===== src/rtl/mci_mcu_trace_qualifier.sv =====
// Trace qualifier in front of the MCU trace buffer: arms on a trigger address,
// filters retired-instruction packets, stops after a post-trigger count, and
// re-registers forwarded packets with a single-cycle valid strobe.
// Ports:
//   clk, rst                      clock, async active-high reset
//   debug_en, cfg_*               unlock, capture control and filter config
//   mcu_trace_rv_i_*_ip           core trace port
//   trace_o_*                     registered forwarded packet to the buffer
//   qual_state, post_cnt_remaining, fwd_cnt, drop_cnt   status readback
module mci_mcu_trace_qualifier #(
  parameter int unsigned POST_CNT_WIDTH = 16,
  parameter int unsigned FWD_CNT_WIDTH  = 32
) (
  input  logic                      clk,
  input  logic                      rst,
  input  logic                      debug_en,
  input  logic                      cfg_en,
  input  logic                      cfg_clear,
  input  logic [1:0]                cfg_mode,
  input  logic                      cfg_start_on_trigger,
  input  logic [31:0]               cfg_trig_addr,
  input  logic [31:0]               cfg_addr_lo,
  input  logic [31:0]               cfg_addr_hi,
  input  logic [POST_CNT_WIDTH-1:0] cfg_post_trig_cnt,
  input  logic [31:0]               mcu_trace_rv_i_insn_ip,
  input  logic [31:0]               mcu_trace_rv_i_address_ip,
  input  logic                      mcu_trace_rv_i_valid_ip,
  input  logic                      mcu_trace_rv_i_exception_ip,
  input  logic [4:0]                mcu_trace_rv_i_ecause_ip,
  input  logic                      mcu_trace_rv_i_interrupt_ip,
  input  logic [31:0]               mcu_trace_rv_i_tval_ip,
  output logic [31:0]               trace_o_insn,
  output logic [31:0]               trace_o_address,
  output logic                      trace_o_valid,
  output logic                      trace_o_exception,
  output logic [4:0]                trace_o_ecause,
  output logic                      trace_o_interrupt,
  output logic [31:0]               trace_o_tval,
  output logic [1:0]                qual_state,
  output logic [POST_CNT_WIDTH-1:0] post_cnt_remaining,
  output logic [FWD_CNT_WIDTH-1:0]  fwd_cnt,
  output logic [15:0]               drop_cnt
);

  localparam logic [1:0] S_IDLE    = 2'd0;
  localparam logic [1:0] S_ARMED   = 2'd1;
  localparam logic [1:0] S_CAPTURE = 2'd2;
  localparam logic [1:0] S_DONE    = 2'd3;

  logic [1:0] state, state_nxt;
  logic       go_c;
  logic       in_win_c;
  logic       pass_c;
  logic       trig_hit_c;
  logic       fwd_c;
  logic       drop_c;

  // Empty window (lo > hi) falls out naturally: no address satisfies both bounds.
  assign go_c       = cfg_en & debug_en;
  assign in_win_c   = (mcu_trace_rv_i_address_ip >= cfg_addr_lo) &&
                      (mcu_trace_rv_i_address_ip <= cfg_addr_hi);
  assign trig_hit_c = (state == S_ARMED) && mcu_trace_rv_i_valid_ip &&
                      (mcu_trace_rv_i_address_ip == cfg_trig_addr);

  // Filter decision, only consulted in CAPTURE.
  always_comb begin
    pass_c = 1'b0;
    case (cfg_mode)
      2'd0:    pass_c = 1'b1;
      2'd1:    pass_c = mcu_trace_rv_i_exception_ip | mcu_trace_rv_i_interrupt_ip;
      2'd2:    pass_c = in_win_c;
      default: pass_c = ~in_win_c;
    endcase
  end

  // State register.
  always_ff @(posedge clk or posedge rst) begin
    if (rst) state <= S_IDLE;
    else     state <= state_nxt;
  end

  // Next-state logic: clear and loss of go dominate normal transitions.
  always_comb begin
    state_nxt = state;
    if (cfg_clear || !go_c) begin
      state_nxt = S_IDLE;
    end else begin
      case (state)
        S_IDLE:    state_nxt = cfg_start_on_trigger ? S_ARMED : S_CAPTURE;
        S_ARMED:   if (trig_hit_c)
                     state_nxt = (cfg_post_trig_cnt == POST_CNT_WIDTH'(1)) ? S_DONE : S_CAPTURE;
        S_CAPTURE: if (fwd_c && post_cnt_remaining == POST_CNT_WIDTH'(1))
                     state_nxt = S_DONE;
        default:   state_nxt = S_DONE;
      endcase
    end
  end

  // Forward/drop decisions for the current input packet.
  always_comb begin
    fwd_c  = 1'b0;
    drop_c = 1'b0;
    if (!cfg_clear && go_c) begin
      case (state)
        S_ARMED:   fwd_c = trig_hit_c;
        S_CAPTURE: begin
          fwd_c  = mcu_trace_rv_i_valid_ip & pass_c;
          drop_c = mcu_trace_rv_i_valid_ip & ~pass_c;
        end
        default: ;
      endcase
    end
  end

  // Counters and post-trigger budget.
  always_ff @(posedge clk or posedge rst) begin
    if (rst) begin
      post_cnt_remaining <= '0;
      fwd_cnt            <= '0;
      drop_cnt           <= '0;
    end else if (cfg_clear) begin
      post_cnt_remaining <= '0;
      fwd_cnt            <= '0;
      drop_cnt           <= '0;
    end else if (!go_c) begin
      // Returning to IDLE: the budget is meaningless there, fwd/drop hold.
      post_cnt_remaining <= '0;
    end else begin
      if (fwd_c && fwd_cnt != '1)
        fwd_cnt <= fwd_cnt + FWD_CNT_WIDTH'(1);
      if (drop_c && drop_cnt != '1)
        drop_cnt <= drop_cnt + 16'd1;
      if (state == S_IDLE && !cfg_start_on_trigger)
        post_cnt_remaining <= cfg_post_trig_cnt;
      else if (trig_hit_c)
        // The trigger packet itself consumes one unit of a nonzero budget.
        post_cnt_remaining <= (cfg_post_trig_cnt == '0) ? '0
                              : cfg_post_trig_cnt - POST_CNT_WIDTH'(1);
      else if (state == S_CAPTURE && fwd_c && post_cnt_remaining != '0)
        post_cnt_remaining <= post_cnt_remaining - POST_CNT_WIDTH'(1);
    end
  end

  // Output pipeline: fields hold between strobes, valid pulses per packet.
  always_ff @(posedge clk or posedge rst) begin
    if (rst) begin
      trace_o_insn      <= '0;
      trace_o_address   <= '0;
      trace_o_valid     <= 1'b0;
      trace_o_exception <= 1'b0;
      trace_o_ecause    <= '0;
      trace_o_interrupt <= 1'b0;
      trace_o_tval      <= '0;
    end else begin
      trace_o_valid <= fwd_c;
      if (fwd_c) begin
        trace_o_insn      <= mcu_trace_rv_i_insn_ip;
        trace_o_address   <= mcu_trace_rv_i_address_ip;
        trace_o_exception <= mcu_trace_rv_i_exception_ip;
        trace_o_ecause    <= mcu_trace_rv_i_ecause_ip;
        trace_o_interrupt <= mcu_trace_rv_i_interrupt_ip;
        trace_o_tval      <= mcu_trace_rv_i_tval_ip;
      end
    end
  end

  assign qual_state = state;

endmodule


===== config.mk =====
export PLATFORM = sky130hd
export DESIGN_NAME = mci_mcu_trace_qualifier
export DESIGN_NICKNAME = d
export VERILOG_FILES = /design/src/rtl/mci_mcu_trace_qualifier.sv
export SDC_FILE = /design/constraint.sdc
export NUM_CORES = 1
export LEC_CHECK = 0
export BUFFER_PORTS_ARGS = -buffer_cell sky130_fd_sc_hd__buf_4
export CORE_AREA = 2 2 213 173
export CTS_BUF_LIST = sky130_fd_sc_hd__clkbuf_8
export CTS_CLUSTER_DIAMETER = 80
export DETAILED_ROUTE_END_ITERATION = 10
export DIE_AREA = 0 0 215 175
export REMOVE_ABC_BUFFERS = 1
export SLEW_MARGIN = 20
export SYNTH_ARGS = -nofsm -noshare
export SYNTH_HDL_FRONTEND = slang
export SYNTH_SLANG_ARGS = --single-unit
export TNS_END_PERCENT = 50

===== constraint.sdc =====
create_clock -name clk -period 5.01 [get_ports clk]
set_clock_uncertainty 0.05 [all_clocks]
set_input_delay 0.7515 -clock clk [delete_from_list [all_inputs] [get_ports clk]]
set_output_delay 0.7515 -clock clk [all_outputs]
set_load 0.01 [all_outputs]

==> metrics.md, run 1 <==
| Metric | Value |
|---|---|
| 1st-iter DRT viols | `537` |
| Vias in the first global route | `9,522` |
| Post-CTS setup buffer count | `0` |
| Largest net degree at the start of global routing | `roughly 100` |
| Core Rows | `62` |
| # setup viols final | `0` |
| Top-count cell post-synth | `dfrtp_1` |
| Asr flop ratio synth | `1.00` |
| Post-Synthesis Cell Area | `10,500 um^2` |
| DIE AREA | `37,600 um^2` |
| CP max stage cell | `a2111oi_0` |
| Crit path cell chain | `buf_4, ha_1, a21oi_1, a21oi_1, a2111oi_0, o21ai_0, a31oi_1, nor4_2, nor3b_4, buf_12, nand3b_4, buf_12, mux2_2` |
| Synth Instances | `1,043` |
| Congestion Overflow GR | `0` |
| Die W | `between 200 and 250 um` |
| Vias/cell | `4.93` |
| Slew HR | `0.446` |
| Critical Path Source Type | `input port` |
| Yosys cell types | `63` |
| Fin Hold WS | `327 ps` |
| Max-cap violations | `0` |
| Cell Count Post-Placement | `1,884` |
| Worst VDD drop | `roughly 0.00014 V` |
| Tcrit/Tclk final | `0.815` |
| Inserted Clock Buffers | `17` |
| Antenna cell count | `0` |
| Leak pwr | `0.00733 uW` |
| Share of layout cells above drive strength 1 | `0.360` |
| Area after DPL | `14,000 um^2` |
| WL/cell | `18.7 um` |
| Initial antenna violation count | `0` |
| Post-layout util | `0.404` |
| First-pass GRT wire length | `around 55 mm` |
| Syn Area/Cell | `10.1 um^2` |
| Total Power | `2970 uW` |
| Port bufs | `roughly 400` |
| CTS H-Tree Depth | `4` |
| Post_cts resized | `0` |
| CP max FO | `72` |
| Endpoints failing hold | `0` |
| Fin cells | `1,915` |
| CTS max path bufs | `2` |
| Worst skew pair latency | `roughly 500 ps` |
| Hold Crit Class | `in -> async` |
| RSZ-0062 raised after global routing | `false` |
| CP max stage delay | `570 ps` |
| Total global-route track usage | `0.190` |
| HPWL after DPL | `28.0 mm` |
| PwrDens | `207 nW/um^2` |
| Post-synthesis sequential area ratio | `0.404` |
| GP Congestion | `0.914` |
| Hold-fix buffers, CTS | `0` |
| Tmin final | `4090 ps` |
| Post-route DRC | `0` |
| Outcome | `completed` |
| Leading area contributor after synthesis | `dfrtp_1` |
| Worst Path Arrival | `about 4400 ps` |
| Die height | `about 180 um` |
| CP Capture Type | `flop` |
| CTS root buffer | `clkbuf_8` |
| Io pins | `394` |
| Number of flops mapped to enable cells by yosys | `0` |
| Total Routed Length | `35.8 mm` |
| Initial core utilization | `0.296` |
| Most frequent cells after synthesis | `dfrtp_1 (170), inv_1 (89), ha_1 (73)` |
| YS warnings | `0` |
| Worst Tran Pin Value | `approximately 820 ps` |
| Crit path required time | `5350 ps` |
| Layout area overhead | `36.2%` |
| Vias | `around 9,400` |
| Post-DRT Antenna Nets | `0` |
| Pre-antenna DRT Iters | `5` |
| Design area | `14,300 um^2` |
| Fmax | `between 200 and 250 MHz` |
| Worst-path clk slew | `110 ps` |
| Synth top area cells | `dfrtp_1 (40%), ha_1 (8.7%), mux2_2 (6.4%)` |
| Final net count | `1,720` |
| CTS tree | `done` |
| Total clock sinks | `170` |
| Core ar. | `35,500 um^2` |
| Final Max Slew Viols | `0` |
| Main synth FF type | `dfrtp_1` |
| Critical Setup Path Class | `in -> reg` |
| Post-synth top area share | `0.404` |
| Yosys reg bits | `170` |
[layer usage]
metal | GRT usage | up-vias | share of wire
li1 | - | 4525 | -
met1 | 0.249 | 4559 | 0.44
met2 | 0.300 | 316 | 0.46
met3 | 0.0597 | 33 | 0.076
met4 | 0.0555 | 0 | 0.017
met5 | 0 | - | 0
[worst max-delay path: cells and delay by family]
kind | cells | cell delay [ps]
AO/OA/AOI/OAI | 5 | 1550
adder cells (fa/ha/maj) | 1 | 310
buffers and inverters | 3 | 700
multiplexers | 1 | 400
AND/OR/NAND/NOR | 3 | 590
[state kept, by name (all words and copies together), names as in the netlist]
signal,cells
post_cnt_remaining,16
drop_cnt,16
qual_state,2
trace_o_interrupt,1
trace_o_insn,32
trace_o_address,32
trace_o_valid,1
fwd_cnt,32
trace_o_exception,1
trace_o_tval,32
trace_o_ecause,5
[cell families after synthesis]
group	count (synthesis)	synth area share
xor gates and xnor gates	55	0.0458
buffers and inverters	130	0.0549
adders and majority gates	73	0.0868
DFF	170	0.404
and+or+nand+nor	306	0.157
muxes	126	0.135
AOI/OAI and AO/OA	183	0.116
[final timing paths]
check                                                      from  slack, ps  cells past startpoint                               to
worst max register to register        qual_state[1]$_DFFE_PP0P_       1760                     11     trace_o_insn[18]$_DFFE_PP0P_
worst min-delay path                                        rst        330                      2    trace_o_ecause[3]$_DFFE_PP0P_
max in group asynchronous                                   rst       3640                      3  trace_o_address[27]$_DFFE_PP0P_
worst max-delay path               mcu_trace_rv_i_address_ip[7]        930                     13     trace_o_tval[28]$_DFFE_PP0P_
min in group clk                     mcu_trace_rv_i_insn_ip[10]        400                      2     trace_o_insn[10]$_DFFE_PP0P_
worst min register to register  trace_o_address[25]$_DFFE_PP0P_        450                      1  trace_o_address[25]$_DFFE_PP0P_
[cell usage in the layout, fill, tap and decap left out, drive strengths merged, types with 24 or more instances in the layout]
cell type | netlist | routed
or4 | 26 | 26
mux2 | 122 | 122
o31ai | 24 | 24
xnor2 | 25 | 25
nand2 | 64 | 64
nand3 | 29 | 29
o21ai | 38 | 38
ha | 73 | 73
dfrtp | 170 | 170
xor2 | 30 | 30
nor2 | 57 | 57
nand4 | 26 | 26
buf | 25 | 402
a21oi | 60 | 60
inv | 89 | 98
[stage by stage]
stage          TNS, ps  setup WS, ps
2_1_floorplan  -106410          -398
3_3_place_gp         0           583
3_5_place_dp         0           503
4_1_cts              0          1060
5_1_grt              0           776
6_report             0           925
[final cells by class]
class                   instances  area [um^2]
clock buffers                  17          234
inverters                      89          342
multi-input cells             743         5700
repair buffers                402         3060
fillers                      3610        21200
flip-flops and latches        170         4250
clock inverters                14          148
well taps                     480          601
[power by group]
part / internal [uW] / leakage, uW / switching, uW
sequential: 1390 / 0.00237 / 18.8
combinational: 278 / 0.00476 / 291
clock: 371 / 0.000195 / 623
total: 2040 / 0.00733 / 932
Note: power is estimated with default switching activity, not from simulation.
==> run 2: changes to the inputs <==
Clock period 5.01 ns to 3.68 ns, I/O delays scaled along.
==> run 2 against run 1 <==
  * Final area up 4.3%
  * Sequential power increased by 36%
  * Largest cell class unchanged
  * Register-to-register slack worse by 1300 ps
  * Routed wire length up 2.8%
  * First-iteration DRC count grew 12%
  * Global-route usage up 0.51 points
  * Count of clock-buffer cells in the layout did not move
  * Combinational power is 47% higher
  * Flip-flop and latch count unchanged
  * Via count rose by 3.2%
==> metrics.md, run 2 (same netlist as run 1, synthesis figures left out) <==
| Metric | Value |
|---|---|
| Outcome | `completed` |
| CP max stage delay | `490 ps` |
| Worst Tran Pin Value | `between 800 and 900 ps` |
| Vias in the first global route | `9,985` |
| CP Capture Type | `flop` |
| Total Routed Length | `36.8 mm` |
| Vias/cell | `roughly 4.9` |
| Vias | `9,738` |
| Die W | `between 200 and 250 um` |
| CP max FO | `16` |
| CTS max path bufs | `2` |
| Fmax | `just under 300 MHz` |
| CTS tree | `done` |
| Post-DRT Antenna Nets | `0` |
| Initial core utilization | `0.296` |
| Critical Setup Path Class | `in -> reg` |
| Post-CTS setup buffer count | `0` |
| HPWL after DPL | `just under 30 mm` |
| RSZ-0062 raised after global routing | `false` |
| Tcrit/Tclk final | `0.942` |
| Tmin final | `between 3000 and 4000 ps` |
| 1st-iter DRT viols | `602` |
| Hold Crit Class | `in -> async` |
| PwrDens | `276 nW/um^2` |
| # setup viols final | `0` |
| Comb pwr share | `0.203` |
| Net switching power figure | `1290 uW` |
| Core ar. | `around 36,000 um^2` |
| Total Power | `~4000 uW` |
| Worst Path Arrival | `3850 ps` |
| Clock power share | `0.331` |
| GP Congestion | `0.891` |
| Total clock sinks | `170` |
| Crit path required time | `4060 ps` |
| Commonest non-fill, non-tap cells in the layout | `buf_4 (465), dfrtp_1 (170), inv_1 (89)` |
| Critical Path Source Type | `input port` |
| Sw frac | `0.314` |
| Worst-path clk slew | `110 ps` |
| Share of power burned in registers | `0.466` |
| Slew HR | `0.426` |
| Crit path cell chain | `buf_4, inv_1, ha_1, nand4_1, nor3_2, buf_4, nand3_1, nor4b_1, a311o_1, nor4_4, nor3b_4, buf_12, buf_12, or4_1, a21oi_1` |
| Port bufs | `393` |
| DIE AREA | `roughly 38,000 um^2` |
| Most common cell after layout, fill and taps aside | `buf_4` |
| Inserted Clock Buffers | `17` |
| Leak pwr | `0.00770 uW` |
| Largest net degree at the start of global routing | `87` |
| R2r setup slk | `510 ps` |
| Max-cap violations | `0` |
| Die height | `between 150 and 200 um` |
| Multi-input logic area | `5720 um^2` |
| R2R Path Start | `fwd_cnt[3]$_DFFE_PP0P_` |
| Final Max Slew Viols | `0` |
| Hold-fix buffers, CTS | `0` |
| CP max stage cell | `or4_1` |
| Worst Reg-to-Reg Cells | `8` |
| CTS root buffer | `clkbuf_8` |
| Setup WS post-layout | `215 ps` |
| Total global-route track usage | `0.195` |
| First-pass GRT wire length | `56.6 mm` |
| Post-route DRC | `0` |
| Share of layout cells above drive strength 1 | `0.390` |
| Fillers | `3,626` |
| Pre-CTS WS | `-383 ps` |
| Congestion Overflow GR | `0` |
| Worst VDD drop | `0.000245 V` |
| Worst path bufs/invs | `5` |
| FF-to-FF End | `fwd_cnt[22]$_DFFE_PP0P_` |
| Core Rows | `62` |
| WL/cell | `18.5 um` |
| Register area | `4250 um^2` |
| Layout area overhead | `42.0%` |
| Int Pwr | `2820 uW` |
| Pre-antenna DRT Iters | `5` |
| Worst skew pair latency | `~510 ps` |
| Io pins | `~400` |
| Initial antenna violation count | `1` |
| Final net count | `1,791` |
| CTS H-Tree Depth | `4` |
| Endpoints failing hold | `0` |
| CP top delay family | `simple AND/OR/NAND/NOR gates` |
run 2: through the flow:
stage / instances / instance area [um^2] / hold WS (ps) / setup TNS (ps) / utilization
2_1_floorplan: 1002 / 10300 / 485 / -429010 / -
4_1_cts: 1987 / 14900 / 133 / 0 / 0.420
3_3_place_gp: 1955 / 14500 / 426 / -31260 / 0.409
3_5_place_dp: 1955 / 14500 / 432 / -40920 / 0.409
6_report: 1988 / 14900 / 146 / 0 / 0.421
5_1_grt: 1988 / 14900 / 150 / 0 / 0.421
run 2: timing repair:
action                                  in CTS  in global routing
resized for setup                            0                  2
endpoints found under the setup margin       0                 11
hold endpoints to repair                     0                  0
run 2: area by class of cell:
type                    count  share of cell area
multi-input cells         743               0.382
flip-flops and latches    170               0.285
repair buffers            473               0.244
well taps                 480              0.0402
inverters                  89              0.0227
clock buffers              17              0.0157
clock inverters            15              0.0100
diodes                      1            0.000167
run 2: power groups by stage:
stage	registers (uW)	logic, uW	clock network [uW]
after global placement	1960	821	0
after CTS	1920	840	1430
after detailed placement	1960	835	0
after floorplan	1960	358	0
final	1920	837	1360
after global routing	1920	926	1480
run 2: worst max path at each step:
stage	end	slack (ps)	from	cells after the start
floorplan	drop_cnt[0]$_DFFE_PP0P_	-1530	rst	1
global placement	fwd_cnt[26]$_DFFE_PP0P_	-300	cfg_addr_hi[6]	15
detailed placement	fwd_cnt[3]$_DFFE_PP0P_	-380	cfg_addr_hi[6]	15
CTS	fwd_cnt[3]$_DFFE_PP0P_	200	cfg_addr_hi[6]	15
global route	fwd_cnt[20]$_DFFE_PP0P_	20	cfg_addr_hi[6]	15
finish	fwd_cnt[3]$_DFFE_PP0P_	210	cfg_addr_hi[6]	15
run 2: worst register-to-register path, stage by stage, from the launching register on:
cell	delay, ps
dfrtp_1	450
and4_1	250
nand4_1	190
nor3_1	110
nand4_1	240
o21a_1	310
nand3_1	590
nor4b_1	510
mux2_2	370
run 2: per-layer routing:
layer  global-route usage  up-vias  routed length, um
met5                    0        -                  0
met4               0.0664        0                976
met3               0.0644       61               2840
met2                0.310      335              17000
met1                0.249     4687              16000
li1                     -     4655                  -
==> run 3: changes to the inputs <==
Settings changed: CTS_BUF_LIST sky130_fd_sc_hd__clkbuf_8 to sky130_fd_sc_hd__clkbuf_2 sky130_fd_sc_hd__clkbuf_4 sky130_fd_sc_hd__clkbuf_8.
==> run 3 against run 2 <==
  * Via count is 0.13% higher
  * Worst hold slack better by 17 ps
  * Routed wire length is 0.15% lower
  * Total power is 0.16% higher
  * Global-route usage hardly changed
  * Sequential share of layout area hardly changed
  * Final area hardly changed
  * Critical endpoint unchanged
  * Largest cell class unchanged
  * Highest routed layer unchanged
==> metrics.md, run 3 (same netlist as run 1, synthesis figures left out) <==
| Metric | Value |
|---|---|
| Initial antenna violation count | `1` |
| Critical Setup Path Class | `in -> reg` |
| PwrDens | `276 nW/um^2` |
| Tcrit/Tclk final | `0.950` |
| Tmin final | `~3500 ps` |
| Layout area overhead | `42.1%` |
| WL/cell | `~19 um` |
| # setup viols final | `0` |
| Final Max Slew Viols | `0` |
| Final net count | `1,791` |
| GP Congestion | `0.891` |
| Crit path required time | `between 4000 and 5000 ps` |
| Pre-antenna DRT Iters | `8` |
| Fmax | `around 290 MHz` |
| Setup WS post-layout | `184 ps` |
| Vias in the first global route | `9,992` |
| Vias/cell | `4.90` |
| Outcome | `completed` |
| 1st-iter DRT viols | `597` |
| Critical Path Source Type | `input port` |
| Worst Path Arrival | `3880 ps` |
| Fillers | `approximately 3,600` |
| Core Rows | `a little over 60` |
| Worst Tran Pin Value | `857 ps` |
| Core ar. | `35,500 um^2` |
| Endpoints failing hold | `0` |
| R2R Path Start | `fwd_cnt[3]$_DFFE_PP0P_` |
| Commonest non-fill, non-tap cells in the layout | `buf_4 (465), dfrtp_1 (170), inv_1 (88)` |
| Congestion Overflow GR | `0` |
| RSZ-0062 raised after global routing | `false` |
| Initial core utilization | `0.296` |
| Total Routed Length | `36.8 mm` |
| Worst VDD drop | `0.000295 V` |
| Setup crit start | `cfg_addr_hi[6]` |
| Share of layout cells above drive strength 1 | `0.391` |
| CTS tree | `done` |
| Vias | `9,751` |
| Pre-CTS WS | `-383 ps` |
| CTS max path bufs | `2` |
| HPWL after DPL | `29.4 mm` |
| Design area | `15,000 um^2` |
| CTS H-Tree Depth | `4` |
| Die W | `215 um` |
| Worst-path clk slew | `roughly 100 ps` |
| Leak pwr | `0.00770 uW` |
| Die height | `175 um` |
| Hold-fix buffers, CTS | `0` |
| Area after DPL | `14,500 um^2` |
| First-pass GRT wire length | `56.7 mm` |
| Post-route DRC | `0` |
| Total clock sinks | `between 150 and 200` |
| Worst Reg-to-Reg Cells | `8` |
| Max-cap violations | `0` |
| Hold Crit Class | `in -> async` |
| Post-DRT Antenna Nets | `0` |
| Port bufs | `393` |
| Post-CTS setup buffer count | `0` |
| Largest net degree at the start of global routing | `87` |
| Slew HR | `0.429` |
| CTS root buffer | `clkbuf_8` |
| Inserted Clock Buffers | `17` |
| Total global-route track usage | `0.195` |
| Most common cell after layout, fill and taps aside | `buf_4` |
| CP max FO | `16` |
| Worst skew pair latency | `500 ps` |
| Io pins | `around 400` |
| CP Capture Type | `flop` |
| DIE AREA | `37,600 um^2` |
run 3: power breakdown:
group / internal, uW / switching, uW / total [uW] / leakage [uW]
Sequential: 1890 / 25.7 / 1920 / 0.00237
Combinational: 425 / 412 / 836 / 0.00513
Clock: 516 / 854 / 1370 / 0.000196
Total: 2840 / 1290 / 4130 / 0.00770
run 3: critical path, stage by stage:
cell	delay, ps
buf_4	80
inv_1	50
ha_1	300
nand4_1	280
nor3_2	300
buf_4	140
nand3_1	150
nor4b_1	210
a311o_1	430
nor4_4	310
nor3b_4	90
buf_12	170
buf_12	140
or4_1	490
a21oi_1	170
run 3: repair_timing:
action	4_1_cts	5_1_grt
resized for setup	0	2
endpoints found under the setup margin	0	11
endpoints found under the hold margin	0	0
run 3: cell type report:
type / instances / area (um^2) / share of cell area
sequential: 170 / 4250 / 0.285
antenna: 1 / 2.50 / 0.000167
tap: 480 / 601 / 0.0402
inverter: 89 / 339 / 0.0227
clock inverter: 14 / 146 / 0.00979
clock buffer: 18 / 241 / 0.0162
multi-input combinational: 743 / 5720 / 0.382
timing repair buffer: 473 / 3650 / 0.244
run 3: final timing paths:
check / end / slack [ps]
max: fwd_cnt[3]$_DFFE_PP0P_ / 180
min: trace_o_tval[8]$_DFFE_PP0P_ / 160
max reg2reg: fwd_cnt[22]$_DFFE_PP0P_ / 520
min reg2reg: trace_o_insn[29]$_DFFE_PP0P_ / 450
max in group asynchronous: trace_o_address[22]$_DFFE_PP0P_ / 2520
min in group clk: trace_o_insn[25]$_DFFE_PP0P_ / 190
run 3: layer usage:
| metal | vias to the layer above | track usage | routed length, um |
|---|---|---|---|
| li1 | 4665 | - | - |
| met1 | 4709 | 0.249 | 16000 |
| met2 | 316 | 0.310 | 16900 |
| met3 | 61 | 0.0637 | 2870 |
| met4 | 0 | 0.0664 | 979 |
| met5 | - | 0 | 0 |
run 3: through the flow:
stage | hold slack [ps] | utilization | TNS [ps] | instances | total power, uW
2_1_floorplan | 485 | - | -429010 | 1002 | 2320
3_3_place_gp | 426 | 0.409 | -31260 | 1955 | 2780
3_5_place_dp | 432 | 0.409 | -40920 | 1955 | 2790
4_1_cts | 133 | 0.420 | 0 | 1987 | 4200
5_1_grt | 150 | 0.421 | 0 | 1988 | 4350
6_report | 164 | 0.421 | 0 | 1988 | 4130
